[src/rtl/dump_pkg.sv]
// Shared types and constants for the data-memory dump transmitter.
// Frame layout: header byte, one byte per address, checksum byte.
package dump_pkg;

  typedef enum logic [2:0] {
    ST_IDLE   = 3'd0,
    ST_HEADER = 3'd1,
    ST_DATA   = 3'd2,
    ST_CSUM   = 3'd3,
    ST_DONE   = 3'd4
  } dump_state_t;

  localparam int          DEFAULT_ADDR_W = 4;
  localparam logic [7:0]  HEADER_DEFAULT = 8'hA5;
  localparam int          FRAME_LEN      = (2 ** DEFAULT_ADDR_W) + 2;

endpackage

[src/rtl/dmem_dump.sv]
// Streams the data-memory image out as header, data bytes and an additive checksum
// over valid/ready, started by a rising edge of trigger (normally halt).
//
// state  | meaning
// IDLE   | waiting for a trigger rising edge; read_addr parked at 0
// HEADER | header byte presented
// DATA   | memory bytes presented, address counter walking the memory
// CSUM   | checksum byte presented
// DONE   | one-cycle completion pulse
module dmem_dump
  import dump_pkg::*;
#(
  parameter int                ADDR_W = DEFAULT_ADDR_W,
  parameter int                DATA_W = 8,
  parameter logic [DATA_W-1:0] HEADER = DATA_W'(HEADER_DEFAULT)
) (
  input  logic              clk,
  input  logic              reset,
  input  logic              trigger,
  output logic [ADDR_W-1:0] read_addr,
  input  logic [DATA_W-1:0] read_data,
  output logic [DATA_W-1:0] out_data,
  output logic              out_valid,
  input  logic              out_ready,
  output logic              busy,
  output logic              done
);

  dump_state_t       state, state_n;
  logic              trig_q;
  logic [ADDR_W-1:0] addr, addr_n;
  logic [DATA_W-1:0] csum, csum_n;
  logic [DATA_W-1:0] data_q, data_n;
  logic              valid_q, valid_n;
  logic              wrapped, wrapped_n;
  logic              start;
  logic              xfer;

  assign start = trigger && !trig_q;
  assign xfer  = valid_q && out_ready;

  always_ff @(posedge clk or negedge reset) begin
    if (!reset) begin
      state   <= ST_IDLE;
      trig_q  <= 1'b0;
      addr    <= '0;
      csum    <= '0;
      data_q  <= '0;
      valid_q <= 1'b0;
      wrapped <= 1'b0;
    end else begin
      state   <= state_n;
      trig_q  <= trigger;
      addr    <= addr_n;
      csum    <= csum_n;
      data_q  <= data_n;
      valid_q <= valid_n;
      wrapped <= wrapped_n;
    end
  end

  always_comb begin
    state_n   = state;
    addr_n    = addr;
    csum_n    = csum;
    data_n    = data_q;
    valid_n   = valid_q;
    wrapped_n = wrapped;
    case (state)
      ST_IDLE: begin
        if (start) begin
          state_n   = ST_HEADER;
          data_n    = HEADER;
          valid_n   = 1'b1;
          addr_n    = '0;
          csum_n    = '0;
          wrapped_n = 1'b0;
        end
      end
      ST_HEADER: begin
        if (xfer) begin
          data_n    = read_data;
          csum_n    = csum + read_data;
          addr_n    = addr + 1'b1;
          wrapped_n = (addr == '1);
          state_n   = ST_DATA;
        end
      end
      ST_DATA: begin
        if (xfer) begin
          // Counter wraps back to 0 after the last address, leaving read_addr parked for IDLE.
          if (!wrapped) begin
            data_n    = read_data;
            csum_n    = csum + read_data;
            addr_n    = addr + 1'b1;
            wrapped_n = (addr == '1);
          end else begin
            data_n  = csum;
            state_n = ST_CSUM;
          end
        end
      end
      ST_CSUM: begin
        if (xfer) begin
          valid_n = 1'b0;
          state_n = ST_DONE;
        end
      end
      ST_DONE: begin
        state_n = ST_IDLE;
      end
      default: begin
        state_n = ST_IDLE;
        valid_n = 1'b0;
      end
    endcase
  end

  assign read_addr = addr;
  assign out_data  = data_q;
  assign out_valid = valid_q;
  assign busy      = (state != ST_IDLE);
  assign done      = (state == ST_DONE);

endmodule
[config.mk]
export PLATFORM = sky130hd
export DESIGN_NAME = dmem_dump
export DESIGN_NICKNAME = d
export VERILOG_FILES = /design/src/rtl/dump_pkg.sv /design/src/rtl/dmem_dump.sv
export SDC_FILE = /design/constraint.sdc
export NUM_CORES = 1
export LEC_CHECK = 0
export ABC_AREA = 0
export CAP_MARGIN = 40
export CORE_MARGIN = 2
export CORE_UTILIZATION = 48
export CTS_BUF_LIST = sky130_fd_sc_hd__clkbuf_8 sky130_fd_sc_hd__clkbuf_16
export CTS_CLUSTER_SIZE = 10
export DETAILED_ROUTE_END_ITERATION = 7
export PLACE_DENSITY = 0.74
export SLEW_MARGIN = 25
export SYNTH_ARGS = -nofsm -noshare
export SYNTH_HDL_FRONTEND = slang
export SYNTH_SLANG_ARGS = --single-unit
export TNS_END_PERCENT = 50
[constraint.sdc]
create_clock -name clk -period 1.8 [get_ports clk]
set_input_delay 0.36 -clock clk [delete_from_list [all_inputs] [get_ports clk]]
set_output_delay 0.36 -clock clk [all_outputs]
set_load 0.005 [all_outputs]
Yosys cells after proc, flatten, opt, wreduce, memory -nomap -nowiden:

Index checks and enable logic that the tools add are counted.

* word-level logic and storage cells: 61
* register bits: 26
* input port bits: 12

* equality and inequality tests: 11
* mux-type cells: 29
* bitwise logic cells: 1
* add/sub/neg operators: 2
* reduce and logical (&&, ||, !) cells: 11

Operator list (number)
* 8-bit 2-to-1 mux: 8
* 8-bit one-hot mux with 3 select lines: 2
* 4-bit 2-to-1 mux: 4
* 3-bit 2-to-1 mux: 5
* 2-bit inequality test, second input constant: 6
* 3-bit one-hot mux with 4 select lines: 1
* 4-bit one-hot mux with 3 select lines: 1
* 5-bit AND reduction: 2
* 8-bit adder: 1
* 3-bit by 2-bit equality test with 1-bit output, second input constant: 2
* 1-bit 2-to-1 mux: 6
* 1-bit one-hot mux with 3 select lines: 2
* 3-bit nonzero test: 2
* 4-bit by 1-bit adder with 4-bit output, second input constant: 1
* 4-bit equality test, second input constant: 1
* 4-bit AND reduction: 1
* 3-bit by 1-bit equality test with 1-bit output, second input constant: 1
* 3-bit equality test, second input constant: 1
* 3-bit zero test: 1
* 3-bit AND reduction: 1
* 3-bit OR reduction: 1
* 1-bit logical AND: 2
* 1-bit zero test: 1
* 1-bit inverter: 1

Logic depth before layout (Yosys ltp):

Gate-level depths: netlist (run 1).

* word-level depth: 4
* mapped depth: 7
* depth with buffers taken out: 7

Worst setup path before layout (run 1):

Ideal clock, no wire load.

* path type: reg2reg
* from: register csum[1]
* to: register csum[7]
* clock period less this slack: 1.800 ns
* arrival time: 1.700 ns
* stages on the path, launching flop included: 7
* slack: 0.000 ns
* setup time: 0.101 ns
* path buffers: 0
* cells stage by stage: dfrtp_1 -> ha_1 -> a211oi_2 -> o311ai_4 -> o31ai_4 -> mux2_4 -> o311ai_2

* longest elaborated chain between the ends: 4
* elaborated cells on any way between the ends: 5
* those cells by class: add/sub: 1; mux: 4

RTL lines
* from (decl): RTL line dmem_dump.sv:32 `logic [DATA_W-1:0] csum, csum_n;`
* from (signal assigned): RTL line dmem_dump.sv:55 `csum <= csum_n;`
* 8-bit adder *: RTL line dmem_dump.sv:83, dmem_dump.sv:94
* 8-bit 2-to-1 mux: RTL line dmem_dump.sv:92 `if (!wrapped) begin`
* 8-bit 2-to-1 mux: RTL line dmem_dump.sv:90 `if (xfer) begin`
* 8-bit one-hot mux with 3 select lines *: RTL line dmem_dump.sv:69 `case (state)`

Every way passes the cells marked *; elsewhere a longest branch is shown, timed or not. The select of a mux whose other input is x is not followed.
A chain may end at the register's enable or synchronous reset.

Worst setup path after layout (run 1):

* from: register csum[1]
* to: register csum[6]

Same word-level chain as after synthesis.

==> results of run 1 <==
==> through the flow <==
stage / setup slack (ns) / hold slack (ns)
5_1_grt: -0.0779 / 0.480
4_1_cts: -0.0583 / 0.460
6_report: 0.0459 / 0.450
2_1_floorplan: -0.000301 / 0.0644
3_3_place_gp: -0.485 / 0.461
3_5_place_dp: -0.558 / 0.465
==> logic make-up (layout without fill, tap and decap cells) <==
kind of cell               Yosys count  in the layout  synth area share
adders and majority gates           10             10            0.0748
muxes                                9              9            0.0541
xor gates and xnor gates             8              8            0.0399
DFF                                 26             26             0.370
buffers and inverters                9             63            0.0349
and+or+nand+nor                     69             69             0.197
AOI/OAI and AO/OA                   51             51             0.229
==> flip-flops by register name, summed over array words and instances (netlist names) <==
register and count:
state 3, out_data 8, trig_q 1, out_valid 1, wrapped 1, csum 8
read_addr 4
==> cell usage in the layout (no fill, tap or decap), types with 3 or more instances in the layout <==
cell             count
dfrtp_1             26
ha_1                 3
buf_4               30
nand2b_4             3
mux2i_1              8
a21oi_1             12
dlygate4sd2_1        6
clkdlybuf4s50_1     19
nand3_1              3
nand2_2              3
clkbuf_8             3
a21o_1               3
o31ai_2              3
ha_4                 5
o31ai_1              5
xor2_1               6
o21ai_2              4
nand2_1             26
nor2_1              16
nor2b_1              3
nand2b_1             3
o21ai_0             11
==> power by group through the flow <==
stage | sequential [mW] | combinational (mW) | clock [mW]
after global placement | 0.954 | 2.27 | 0
final | 0.974 | 2.44 | 0.494
after CTS | 0.975 | 2.43 | 0.500
after floorplan | 0.953 | 1.53 | 0
after detailed placement | 0.970 | 2.35 | 0
after global routing | 0.999 | 2.68 | 0.530
==> final cells by class <==
type / instances / area [µm²]
well taps: 46 / 57.6
clock inverters: 1 / 30.0
multi-input cells: 147 / 1130
fillers: 255 / 1000
repair buffers: 57 / 495
clock buffers: 3 / 41.3
flip-flops and latches: 26 / 651
inverters: 2 / 7.51
==> layer usage <==
layer / GRT usage / part of all wire / vias up / wire length (µm)
li1: - / - / 754 / -
met1: 0.291 / 0.43 / 734 / 1790
met2: 0.370 / 0.51 / 44 / 2100
met3: 0.0226 / 0.048 / 4 / 199
met4: 0.0691 / 0.011 / 0 / 44
met5: 0 / 0 / - / 0
==> synth_stat cells, types with 2 or more instances <==
| library cell | number |
|---|---|
| xor2_1 | 6 |
| nand2b_4 | 3 |
| nor2b_1 | 3 |
| o31ai_1 | 5 |
| nand3b_1 | 2 |
| a21oi_4 | 2 |
| o21ai_0 | 11 |
| dfrtp_1 | 26 |
| ha_1 | 8 |
| nand2b_1 | 3 |
| mux2i_1 | 8 |
| nand2_1 | 27 |
| o31ai_2 | 3 |
| nor2_1 | 17 |
| xnor2_1 | 2 |
| a21oi_1 | 14 |
| nand3_1 | 3 |
| a21o_1 | 3 |
| buf_4 | 3 |
| buf_6 | 2 |
| inv_1 | 2 |
| o21ai_2 | 4 |
| nand2_2 | 2 |
==> timing repair <==
item                       in CTS  in global routing
hold endpoints to repair        0                  0
setup endpoints to repair       5                  2
pin swaps                       6                  7
gates resized for setup        20                  2
==> how the worst min path moves through the flow <==
stage / from / cells past startpoint / slack (ns) / end
4_1_cts: reset / 2 / 0.46 / out_data[1]$_DFFE_PN0P_
5_1_grt: reset / 2 / 0.48 / state[2]$_DFFE_PN0P_
3_5_place_dp: out_data[2]$_DFFE_PN0P_ / 2 / 0.46 / out_data[2]$_DFFE_PN0P_
6_report: reset / 2 / 0.45 / out_data[1]$_DFFE_PN0P_
3_3_place_gp: out_data[0]$_DFFE_PN0P_ / 2 / 0.46 / out_data[0]$_DFFE_PN0P_
2_1_floorplan: reset / 0 / 0.06 / csum[0]$_DFFE_PN0P_
==> worst max-delay path, cell delays in order, from the launching register on <==
cell      delay [ns]
dfrtp_1         0.43
buf_4           0.17
fa_2            0.37
a21oi_2         0.16
o211ai_1        0.13
a21oi_2         0.16
xor2_1          0.18
o21ai_2         0.06
==> results.md, run 1 <==
* Die Span Y at 64.5 µm
* GRT Residual Overflow at 0
* Number of setup buffers added after CTS at 0
* Setup slack, reg-to-reg at 0.05 ns
* Register share of total power at 0.249
* CP arrival at 1.93 ns
* Row cnt at 21
* # diodes at 0
* R2R depth at 7
* FFs w/ async S/R, synth at 1.00
* Die outline width at 64.5 µm
* Cell-internal power at 2.31 mW
* Non-Filler Instances at 282
* RSZ-0062 raised after global routing: yes
* Initial antenna violation count at 0
* Fmax at 570 MHz
* EDFF count, synth at 0
* Critical Path End: csum[6]$_DFFE_PN0P_
* Worst setup EP type: register
* DIE AREA at 4160 µm²
* Fin util at 0.706
* LEAKAGE at 1.06 nW
* Dominant synthesized flop cell: dfrtp_1
* Setup violators final at 0
* Vias in the first global route at 1512
* Final Skew at 0.00527 ns
* Final Cell Area at 2410 µm²
* Initial core utilization at 0.514
* Hold Vio Cnt, Final at 0
* Synth Area per Inst at 9.65 µm²
* Sink Count at 26
* Input/output buffers at 26
* P_sw at 1.60 mW
* Pwr Total at 3.91 mW
* Final Max Slew Viols at 0
* Wire per inst at 14.6 µm
* Post-cts hold buffer count at 0
* Max Root-Sink Buffers at 2
* Setup TNS at 0 ns
* Vias/cell at 5.45
* Top-area cell type share of the netlist area at 0.370
* Clock slew at reported path FFs at 0.10 ns
* Run status: complete, no violations
* Clock Latency Late Sink at 0.28 ns
* Share of cells above drive strength 1 at 0.284
* CTS tree: done
* Dpl cell area at 2250 µm²
* Netlist area before placement at 1760 µm²
* Min cycle time layout at 1.75 ns
* Hold Path Class: in2async
* Total Routing Usage GR at 0.217
* Largest net degree at the start of global routing at 27
* Routed via count at 1536
* CTS buffer count at 3
* Maximum vdd ir drop at 0.940 mV
* Register bit total from synthesis at 26
* Pwr/cell area at 1620 nW/µm²
* WP data required at 1.98 ns
* Distinct cells, synth at 46
* First-pass GRT wire length at 7090 µm
* Yosys top cell by area: dfrtp_1
* Startpoint types: register
* R2r startpoint: csum[1]$_DFFE_PN0P_
* Crit path from: csum[1]$_DFFE_PN0P_
* I/O pins at 27
* YS warnings at 0
* Max cap viols at 0
* CP max FO at 3
* Slew @ Worst Pin at 0.423 ns
* Antenna viol nets, final at 0
* Top cells by area, synth: dfrtp_1, nand2_1, ha_1
* Register area share after synthesis at 0.370
* Mapped Nets at 203
* Net Sw Frac at 0.409
* Logic pwr share at 0.625
* Placed Cells at 278
* Capturing point of the worst reg2reg path: csum[6]$_DFFE_PN0P_
* Max-slew headroom at 0.717
* Post-DP HPWL at 3190 µm
* Nets at 258
* Area growth syn-to-layout at 37.3%
* DRC at 0
* Fin crit share at 0.974
* Drt total wl at 4130 µm
* TritonRoute pass-1 iters at 4
* Clk pwr share at 0.126
* CP Class: reg2reg
* H-Tree Depth at 1
* CTS root buf: clkbuf_8
* Placer Congestion at 0.907
* Mapped Cells at 182
* CORE AREA at 3420 µm²
* Detailed router's first-iteration violation count at 112
Power figures use the tool's default switching activity.
==> inputs of run 2 (changes only) <==
--- a/config.mk
+++ b/config.mk
@@ -8,11 +8,11 @@
 export ABC_AREA = 0
 export CAP_MARGIN = 40
 export CORE_MARGIN = 2
-export CORE_UTILIZATION = 48
+export CORE_UTILIZATION = 54
 export CTS_BUF_LIST = sky130_fd_sc_hd__clkbuf_8 sky130_fd_sc_hd__clkbuf_16
 export CTS_CLUSTER_SIZE = 10
 export DETAILED_ROUTE_END_ITERATION = 7
-export PLACE_DENSITY = 0.74
+export PLACE_DENSITY = 0.79
 export SLEW_MARGIN = 25
 export SYNTH_ARGS = -nofsm -noshare
 export SYNTH_HDL_FRONTEND = slang
==> constraint.sdc (replaced) <==
create_clock -name clk -period 1.75 [get_ports clk]
set_input_delay 0.35 -clock clk [delete_from_list [all_inputs] [get_ports clk]]
set_output_delay 0.35 -clock clk [all_outputs]
set_load 0.005 [all_outputs]
==> run 2 against run 1 <==
Effect of this change: the flow now finishes with violations (negative setup slack); clock-buffer cell count unchanged; core utilization grew 10 points; first-iteration DRC count shrank 3.6%; clock power increased by 4%; flip-flop and latch count unchanged; sequential power grew 4%; cell area up 3.3%; worst hold slack got worse by 0.025 ns; total power increased by 9.0%; critical path depth unchanged; register-to-register slack worse by 0.08 ns; setup slack got worse by 0.095 ns; critical endpoint is now csum[7]$_DFFE_PN0P_; largest cell class unchanged.
==> results.md, run 2 (synthesis gave the netlist of run 1 again) <==
* Hold Path Class: in2async
* Die outline width at 61.0 µm
* Most frequent cells in the layout: buf_4, nand2_1, dfrtp_1
* Setup violators final at 2
* Fmax at 556 MHz
* Clock Latency Late Sink at 0.28 ns
* Maximum vdd ir drop at 1.13 mV
* Slew @ Worst Pin at 0.442 ns
* CP max FO at 2
* GRT Residual Overflow at 0
* Max-slew headroom at 0.705
* Clock slew at reported path FFs at 0.10 ns
* Vias in the first global route at 1605
* RSZ-0062 raised after global routing: yes
* CTS root buf: clkbuf_8
* Pwr/cell area at 1710 nW/µm²
* Share of cells above drive strength 1 at 0.331
* Startpoint types: primary input
* First-pass GRT wire length at 7290 µm
* Sink Count at 26
* Fin crit share at 1.03
* Row cnt at 20
* Pwr Total at 4.26 mW
* CTS tree: done
* Input/output buffers at 26
* Largest net degree at the start of global routing at 27
* Max cap viols at 0
* H-Tree Depth at 1
* Routed via count at 1643
* LEAKAGE at 1.11 nW
* DIE AREA at 3730 µm²
* Placer Congestion at 0.857
* Run status: finished, violations left
* Setup ws final at -0.0495 ns
* CORE AREA at 3080 µm²
* Max Root-Sink Buffers at 2
* Violated checks: negative setup slack
* Worst setup EP type: register
* TritonRoute pass-1 iters at 4
* # diodes at 0
* Worst slack at placement at -0.573 ns
* DRC at 0
* Post-cts hold buffer count at 0
* Die Span Y at 61.0 µm
* CP arrival at 1.98 ns
* Min cycle time layout at 1.80 ns
* Hold Vio Cnt, Final at 0
* Wire per inst at 16.3 µm
* Initial antenna violation count at 0
* Drt total wl at 4710 µm
* Detailed router's first-iteration violation count at 108
* Area growth syn-to-layout at 41.9%
* Final Skew at 0.00932 ns
* Commonest non-fill, non-tap cell in the layout: buf_4
* I/O pins at 27
* Vias/cell at 5.69
* CTS buffer count at 3
* WP data required at 1.93 ns
* Post-DP HPWL at 3320 µm
* Total Routing Usage GR at 0.270
* CP Class: in2reg
* Initial core utilization at 0.571
* Final Max Slew Viols at 0
* Nets at 267
* Antenna viol nets, final at 0
-- run 2: area by class of cell --
| type | count | area (µm²) |
|---|---|---|
| inverter | 2 | 7.51 |
| multi-input combinational | 147 | 1150 |
| clock buffer | 3 | 41.3 |
| tap | 44 | 55.1 |
| timing repair buffer | 66 | 556 |
| fill | 195 | 586 |
| sequential | 26 | 652 |
| clock inverter | 1 | 30.0 |
-- run 2: report_power, final --
group          switching (mW)  internal [mW]  leakage, nW
registers               0.181          0.825        0.330
logic                    1.39           1.35        0.745
clock network           0.206          0.307       0.0357
-- run 2: path summary, 6_finish.rpt --
kind | start | end | slack [ns] | cells after the start
setup / recovery | read_data[5] | csum[7]$_DFFE_PN0P_ | -0.05 | 7
hold reg to reg | out_data[6]$_DFFE_PN0P_ | out_data[6]$_DFFE_PN0P_ | 0.49 | 2
hold / removal | reset | out_valid$_DFFE_PN0P_ | 0.43 | 2
setup reg to reg | csum[1]$_DFFE_PN0P_ | csum[7]$_DFFE_PN0P_ | -0.03 | 6
min in group clk | out_data[6]$_DFFE_PN0P_ | out_data[6]$_DFFE_PN0P_ | 0.49 | 2
max in group asynchronous | reset | state[2]$_DFFE_PN0P_ | 1.06 | 2
-- run 2: metal layers --
metal / vias up / wire [µm] / track usage
met4: 0 / 140 / 0.115
met3: 12 / 284 / 0.0525
met2: 66 / 2340 / 0.459
met1: 794 / 1950 / 0.334
li1: 771 / - / -
met5: - / 0 / 0
-- run 2: through the flow --
stage / util / hold WS (ns) / TNS, ns / instances / area (µm²)
after detailed placement: 0.749 / 0.471 / -3.49 / 280 / 2300
after global placement: 0.749 / 0.460 / -2.69 / 280 / 2300
after floorplan: - / 0.0544 / -0.0892 / 182 / 1780
after global routing: 0.810 / 0.455 / -0.271 / 289 / 2490
after CTS: 0.800 / 0.436 / -0.0905 / 288 / 2460
final: 0.810 / 0.425 / -0.0669 / 289 / 2490
-- run 2: worst max-delay path: stages --
cell and delay (ns):
clkdlybuf4s50_1 0.44, ha_1 0.33, o21ai_2 0.20, nand2b_1 0.15, o31ai_4 0.10, mux2_4 0.33, o311ai_2 0.07
-- run 2: timing repair --
action,4_1_cts,5_1_grt
pin swaps,8,2
resized for setup,18,6
endpoints found under the setup margin,7,10
buffers inserted,4,1
endpoints found under the hold margin,0,0
